[src/rtl/cpu55_bus_arbiter_pkg.sv]
// Shared types and constants for the cpu55 external bus arbiter.
package cpu55_bus_pkg;

  typedef enum logic [1:0] {
    IDLE = 2'd0,
    BUS  = 2'd1,
    RESP = 2'd2
  } arb_state_e;

  typedef enum logic {
    OWN_IF  = 1'b0,
    OWN_MEM = 1'b1
  } owner_e;

  localparam logic        RW_WRITE   = 1'b1;
  localparam logic [31:0] ABORT_DATA = 32'hDEAD_BEEF;
  localparam int unsigned STARVE_W   = 4;
  localparam int unsigned TIMER_W    = 10;

endpackage

[src/rtl/cpu55_bus_arbiter_timer.sv]
// Bus-wait timeout counter; only instantiated when BUS_ARB_TIMEOUT_EN is defined.
module bus_arb_timer
  import cpu55_bus_pkg::*;
#(
  parameter int unsigned TIMEOUT_CYC = 255
) (
  input  logic clk,
  input  logic rst,
  input  logic clr,
  input  logic en,
  output logic expire
);

  logic [TIMER_W-1:0] count_q, count_d;

  // Fires during the TIMEOUT_CYC-th enabled cycle, i.e. the last BUS cycle.
  assign expire = en && (count_q == TIMER_W'(TIMEOUT_CYC - 1));

  always_comb begin
    count_d = count_q;
    if (clr) begin
      count_d = '0;
    end else if (en && !expire) begin
      count_d = count_q + TIMER_W'(1);
    end
  end

  always_ff @(posedge clk or negedge rst) begin
    if (!rst) begin
      count_q <= '0;
    end else begin
      count_q <= count_d;
    end
  end

endmodule

[src/rtl/cpu55_bus_arbiter.sv]
// Fetch/memory-stage arbiter for the single cpu55 bus-controller port.
// Optional bus-wait timeout is enabled with the BUS_ARB_TIMEOUT_EN macro.
module cpu55_bus_arbiter
  import cpu55_bus_pkg::*;
#(
  parameter int unsigned STARVE_MAX  = 4,
  parameter int unsigned TIMEOUT_CYC = 255
) (
  input  logic        clk,
  input  logic        rst,
  input  logic        if_req,
  input  logic [31:0] if_addr,
  output logic [31:0] if_rdata,
  output logic        if_ack,
  input  logic        mem_req,
  input  logic        mem_rw,
  input  logic [31:0] mem_addr,
  input  logic [31:0] mem_wdata,
  output logic [31:0] mem_rdata,
  output logic        mem_ack,
  output logic        bus_req,
  output logic        bus_rw,
  output logic [31:0] bus_addr,
  output logic [31:0] bus_wdata,
  input  logic [31:0] bus_rdata,
  input  logic        bus_ack,
  output logic        bus_err
);

  if (STARVE_MAX < 1 || STARVE_MAX > 15) begin : g_bad_starve
    $error("STARVE_MAX must be in 1..15");
  end
  if (TIMEOUT_CYC < 2 || TIMEOUT_CYC > 1023) begin : g_bad_timeout
    $error("TIMEOUT_CYC must be in 2..1023");
  end

  arb_state_e          state_q, state_d;
  owner_e              owner_q, owner_d;
  logic [STARVE_W-1:0] starve_q, starve_d;
  logic                bus_req_q, bus_req_d;
  logic                bus_rw_q, bus_rw_d;
  logic [31:0]         bus_addr_q, bus_addr_d;
  logic [31:0]         bus_wdata_q, bus_wdata_d;
  logic                if_ack_q, if_ack_d;
  logic                mem_ack_q, mem_ack_d;
  logic [31:0]         if_rdata_q, if_rdata_d;
  logic [31:0]         mem_rdata_q, mem_rdata_d;
  logic                bus_err_q, bus_err_d;
  logic                timeout_expire;
  logic                grant_if;

`ifdef BUS_ARB_TIMEOUT_EN
  logic timer_en;
  assign timer_en = (state_q == BUS);

  bus_arb_timer #(
    .TIMEOUT_CYC(TIMEOUT_CYC)
  ) u_timer (
    .clk   (clk),
    .rst   (rst),
    .clr   (!timer_en),
    .en    (timer_en),
    .expire(timeout_expire)
  );
`else
  assign timeout_expire = 1'b0;
`endif

  // IF only beats a pending MEM request once MEM has been granted STARVE_MAX times in a row.
  assign grant_if = if_req && (!mem_req || (starve_q == STARVE_W'(STARVE_MAX)));

  always_comb begin
    state_d     = state_q;
    owner_d     = owner_q;
    starve_d    = starve_q;
    bus_req_d   = bus_req_q;
    bus_rw_d    = bus_rw_q;
    bus_addr_d  = bus_addr_q;
    bus_wdata_d = bus_wdata_q;
    if_ack_d    = 1'b0;
    mem_ack_d   = 1'b0;
    if_rdata_d  = if_rdata_q;
    mem_rdata_d = mem_rdata_q;
    bus_err_d   = bus_err_q;

    unique case (state_q)
      IDLE: begin
        if (if_req || mem_req) begin
          bus_req_d = 1'b1;
          state_d   = BUS;
          if (grant_if) begin
            owner_d     = OWN_IF;
            bus_rw_d    = 1'b0;
            bus_addr_d  = if_addr;
            bus_wdata_d = '0;
            starve_d    = '0;
          end else begin
            owner_d     = OWN_MEM;
            bus_rw_d    = mem_rw;
            bus_addr_d  = mem_addr;
            bus_wdata_d = mem_wdata;
            if (if_req && (starve_q != '1)) begin
              starve_d = starve_q + STARVE_W'(1);
            end
          end
        end
      end

      BUS: begin
        if (bus_ack || timeout_expire) begin
          bus_req_d = 1'b0;
          state_d   = RESP;
          if (owner_q == OWN_IF) begin
            if_ack_d   = 1'b1;
            if_rdata_d = bus_ack ? bus_rdata : ABORT_DATA;
          end else begin
            mem_ack_d = 1'b1;
            if (!bus_ack) begin
              mem_rdata_d = ABORT_DATA;
            end else if (bus_rw_q != RW_WRITE) begin
              mem_rdata_d = bus_rdata;
            end
          end
          if (!bus_ack) begin
            bus_err_d = 1'b1;
          end
        end
      end

      RESP: begin
        state_d = IDLE;
      end

      default: begin
        state_d   = IDLE;
        bus_req_d = 1'b0;
      end
    endcase
  end

  always_ff @(posedge clk or negedge rst) begin
    if (!rst) begin
      state_q     <= IDLE;
      owner_q     <= OWN_IF;
      starve_q    <= '0;
      bus_req_q   <= 1'b0;
      bus_rw_q    <= 1'b0;
      bus_addr_q  <= '0;
      bus_wdata_q <= '0;
      if_ack_q    <= 1'b0;
      mem_ack_q   <= 1'b0;
      if_rdata_q  <= '0;
      mem_rdata_q <= '0;
      bus_err_q   <= 1'b0;
    end else begin
      state_q     <= state_d;
      owner_q     <= owner_d;
      starve_q    <= starve_d;
      bus_req_q   <= bus_req_d;
      bus_rw_q    <= bus_rw_d;
      bus_addr_q  <= bus_addr_d;
      bus_wdata_q <= bus_wdata_d;
      if_ack_q    <= if_ack_d;
      mem_ack_q   <= mem_ack_d;
      if_rdata_q  <= if_rdata_d;
      mem_rdata_q <= mem_rdata_d;
      bus_err_q   <= bus_err_d;
    end
  end

  assign bus_req   = bus_req_q;
  assign bus_rw    = bus_rw_q;
  assign bus_addr  = bus_addr_q;
  assign bus_wdata = bus_wdata_q;
  assign if_ack    = if_ack_q;
  assign mem_ack   = mem_ack_q;
  assign if_rdata  = if_rdata_q;
  assign mem_rdata = mem_rdata_q;
  assign bus_err   = bus_err_q;

endmodule

[config.mk]
export PLATFORM = sky130hd
export DESIGN_NAME = cpu55_bus_arbiter
export DESIGN_NICKNAME = d
export VERILOG_FILES = /design/src/rtl/cpu55_bus_arbiter_pkg.sv /design/src/rtl/cpu55_bus_arbiter_timer.sv /design/src/rtl/cpu55_bus_arbiter.sv
export SDC_FILE = /design/constraint.sdc
export NUM_CORES = 1
export LEC_CHECK = 0
export BUFFER_PORTS_ARGS = -buffer_cell sky130_fd_sc_hd__buf_2
export CORE_MARGIN = 2
export CORE_UTILIZATION = 53
export CTS_BUF_LIST = sky130_fd_sc_hd__clkbuf_4
export DETAILED_ROUTE_END_ITERATION = 12
export GPL_ROUTABILITY_DRIVEN = 0
export GPL_TIMING_DRIVEN = 0
export HOLD_SLACK_MARGIN = 0.1
export PLACE_DENSITY = 0.88
export SYNTH_ARGS = -nofsm -noshare
export SYNTH_HDL_FRONTEND = slang
export SYNTH_HIERARCHICAL = 1
export SYNTH_SLANG_ARGS = --single-unit
[constraint.sdc]
create_clock -name clk -period 2.85 [get_ports clk]
set_clock_uncertainty 0.1 [all_clocks]
set_input_delay 0.4275 -clock clk [delete_from_list [all_inputs] [get_ports clk]]
set_output_delay 0.4275 -clock clk [all_outputs]
set_load 0.01 [all_outputs]
==> qor.yml <==
slowest_delay_ps: 590
critPathKind: "register to register"
power_frac_clock_pct: 15.0
post-synth-top-count-cell: "dfrtp_1"
power.switching_mw: 3.77
num_rows: 39
drtIter0Drc: 674
synthTopCellsByCount: "dfrtp_1, nand3_1, inv_1"
vias_per_cell: 5.83
met2_usage_pct: 61.0
syn2layout_area_growth_pct: 50.9
cts.reportedPaths.clkPinSlew_ps: 120
run_status: "finished clean"
die_h_um: 113
multiInputGateArea_um2: 2350
crit_fanout: 7
fillers: 565
maxSlewViolCount: 0
drtAntennaViolNets: 0
dpl_cell_area_um2: 7810
initial_core_util_pct: 54.7
hpwl_mm: 12.5
h-tree-depth: 4
clock.fmax_ghz: 0.363
wl_per_cell_um: 20.9
critical_path_required_ps: 3190
yosysWarnings: 6
yosysTopAreaCellShare_pct: 55.4
cts_tree: "built"
p_per_area_nw_per_um2: 1020
crit_chain: "inv_1, ha_1, nand4b_1, nand4_1, dlygate4sd3_1, o221ai_1, dlygate4sd3_1"
regArea_um2: 3480
antenna_found_initial: 0
insertedDiodeCount: 0
ys_types: 34
die-area_um2: 12700
first_global_vias: 6505
worst_slew_pin_slew_ps: 651
p_seq_share_pct: 36.1
cts_buffers: 17
synth_edf_count: 0
seq_area_frac_synth_pct: 55.4
via_count: 6189
post-cts-setup-buffers: 0
cp_slowest_cell: "dlygate4sd3_1"
finalInstanceArea_um2: 9470
dieWidth_um: 113
worstPathArrival_ps: 3100
p_int_mw: 5.93
grt_use_met3_pct: 6.96
swShare_pct: 38.9
syn_nets: 624
cts_sinks: 139
synthArstFlopShare_pct: 100
timing.slew.headroom_pct: 56.6
cap_violations: 0
rsz0062_at_grt: "false"
ir_drop_mv: 0.722
cellLeakagePower_nw: 4.59
rrSetupSlack_ps: 100
place_ws_ps: 742
first_pass_iters: 6
ys_top_cells_by_area: "dfrtp_1, o221ai_2, mux2_4"
fin_crit_ps: 2750
endpoint_kind: "register"
final_hold_viol_count: 0
drt-total-wl_mm: 22.2
grt_first_pass_wirelength_mm: 34.7
max-clock-path-buffers: 2
combPwrFrac_pct: 48.9
core_um2: 11500
synth_ff_type: "dfrtp_1"
top_usage_layer: "met2"
drive_gt1_share_pct: 42.3
grt_start_max_net_pins: 73
grtUsageMet1_pct: 40.3
drc: 0
cts_root_buf: "clkbuf_4"
hp-class: "primary input to register"
start_kind: "register"
synth_cells: 488
syn_area_um2: 6270
post-route-period-util_pct: 96.6
path_common_cell: "dlygate4sd3_1"
setup_ws_ps: 96.5
grt.overflow.total: 0
nets: 1042
grtUsageTotal_pct: 35.1
insertion_delay_ps: 550
synth_seq_cells: 139
syn_avg_cell_area_um2: 12.9
setup_viol_count_final: 0
ios: 267
io_buffers: 264
yosys.area.top_type: "dfrtp_1"
## metal layers
layer / vias up / share of wire, %
met5: - / 0
met4: 0 / 5.2
met3: 101 / 7.7
met2: 445 / 52
met1: 2999 / 35
li1: 2644 / -
## stage by stage
step | instances | total power [mW] | utilization, % | hold WS [ps] | setup TNS (ps)
3_3_place_gp | 895 | 7.26 | 67.8 | 362 | -71310
2_1_floorplan | 488 | 5.89 | - | 31.9 | 0
4_1_cts | 1062 | 9.39 | 82.6 | 257 | 0
6_report | 1062 | 9.70 | 82.6 | 337 | 0
5_1_grt | 1062 | 10.1 | 82.6 | 319 | 0
3_5_place_dp | 896 | 7.49 | 68.1 | 369 | 0
## repair_timing
item,4_1_cts,5_1_grt
setup endpoints to repair,0,2
resized for setup,0,2
hold buffers,134,0
hold endpoints to repair,202,0
## critical path: cells and delay by family (launching register included)
family / cells / cell delay, ps
buffers and inverters: 3 / 1260
AOI/OAI and AO/OA: 1 / 140
and+or+nand+nor: 2 / 530
adders and majority gates: 1 / 180
DFF: 1 / 440
## sequential cells by signal, indices dropped and copies added (netlist names)
register,count
bus_addr,32
if_ack,1
state_q,2
bus_req,1
mem_rdata,32
bus_wdata,32
starve_q,4
bus_rw,1
if_rdata,32
owner_q,1
mem_ack,1
## cell type report
class / instances / share of cell area (%)
sequential: 139 / 36.7
timing repair buffer: 399 / 28.5
multi-input combinational: 264 / 24.8
buffer: 49 / 3.33
tap: 143 / 1.89
clock inverter: 13 / 1.85
clock buffer: 19 / 1.51
inverter: 36 / 1.43
## placed cells by master (no fill, tap or decap), types with 2 or more instances in the layout
cell type        n
buf_2          277
dfrtp_1        139
dlygate4sd3_1  134
nand3_1         66
inv_1           36
o2bb2ai_1       35
nand4_1         33
mux2_1          32
o221ai_2        28
mux2_4          27
clkbuf_4        19
clkbuf_1        17
buf_6           14
mux2_2           5
a21oi_1          5
nor2b_1          4
buf_4            4
nand2_1          4
o221ai_1         4
bufinv_16        4
clkinv_2         4
clkinvlp_4       3
nand2b_1         2
o21ai_0          2
and2_1           2
ha_1             2
## path summary, 6_finish.rpt
check	start	end	cells past startpoint
worst min register to register	if_rdata[15]	if_rdata[15]	1
worst max-delay path	starve_q[0]	bus_addr[1]	7
worst min-delay path	if_req	starve_q[3]	4
min in group asynchronous	rst	mem_rdata[12]	2
worst max register to register	starve_q[0]	bus_addr[1]	7
max in group asynchronous	rst	bus_wdata[18]	3
## kinds of logic (layout without fill, tap and decap cells)
| logic type | count (synthesis) | count (layout) | synth area share (%) |
|---|---|---|---|
| DFF | 139 | 139 | 55.4 |
| buffers and inverters | 85 | 516 | 7.16 |
| other | 1 | 1 | 0.0598 |
| AOI/OAI and AO/OA | 78 | 78 | 13.2 |
| and+or+nand+nor | 119 | 119 | 10.6 |
| muxes | 64 | 64 | 13.1 |
| adders and majority gates | 2 | 2 | 0.399 |
## power groups by stage
| stage | registers, mW | logic (mW) | clock network, mW |
|---|---|---|---|
| 6_report | 3.50 | 4.74 | 1.45 |
| 5_1_grt | 3.56 | 5.04 | 1.54 |
| 4_1_cts | 3.41 | 4.53 | 1.44 |
| 3_5_place_dp | 3.44 | 4.05 | 0 |
| 3_3_place_gp | 3.37 | 3.89 | 0 |
| 2_1_floorplan | 3.83 | 2.06 | 0 |
Note: power is estimated with default switching activity, not from simulation.
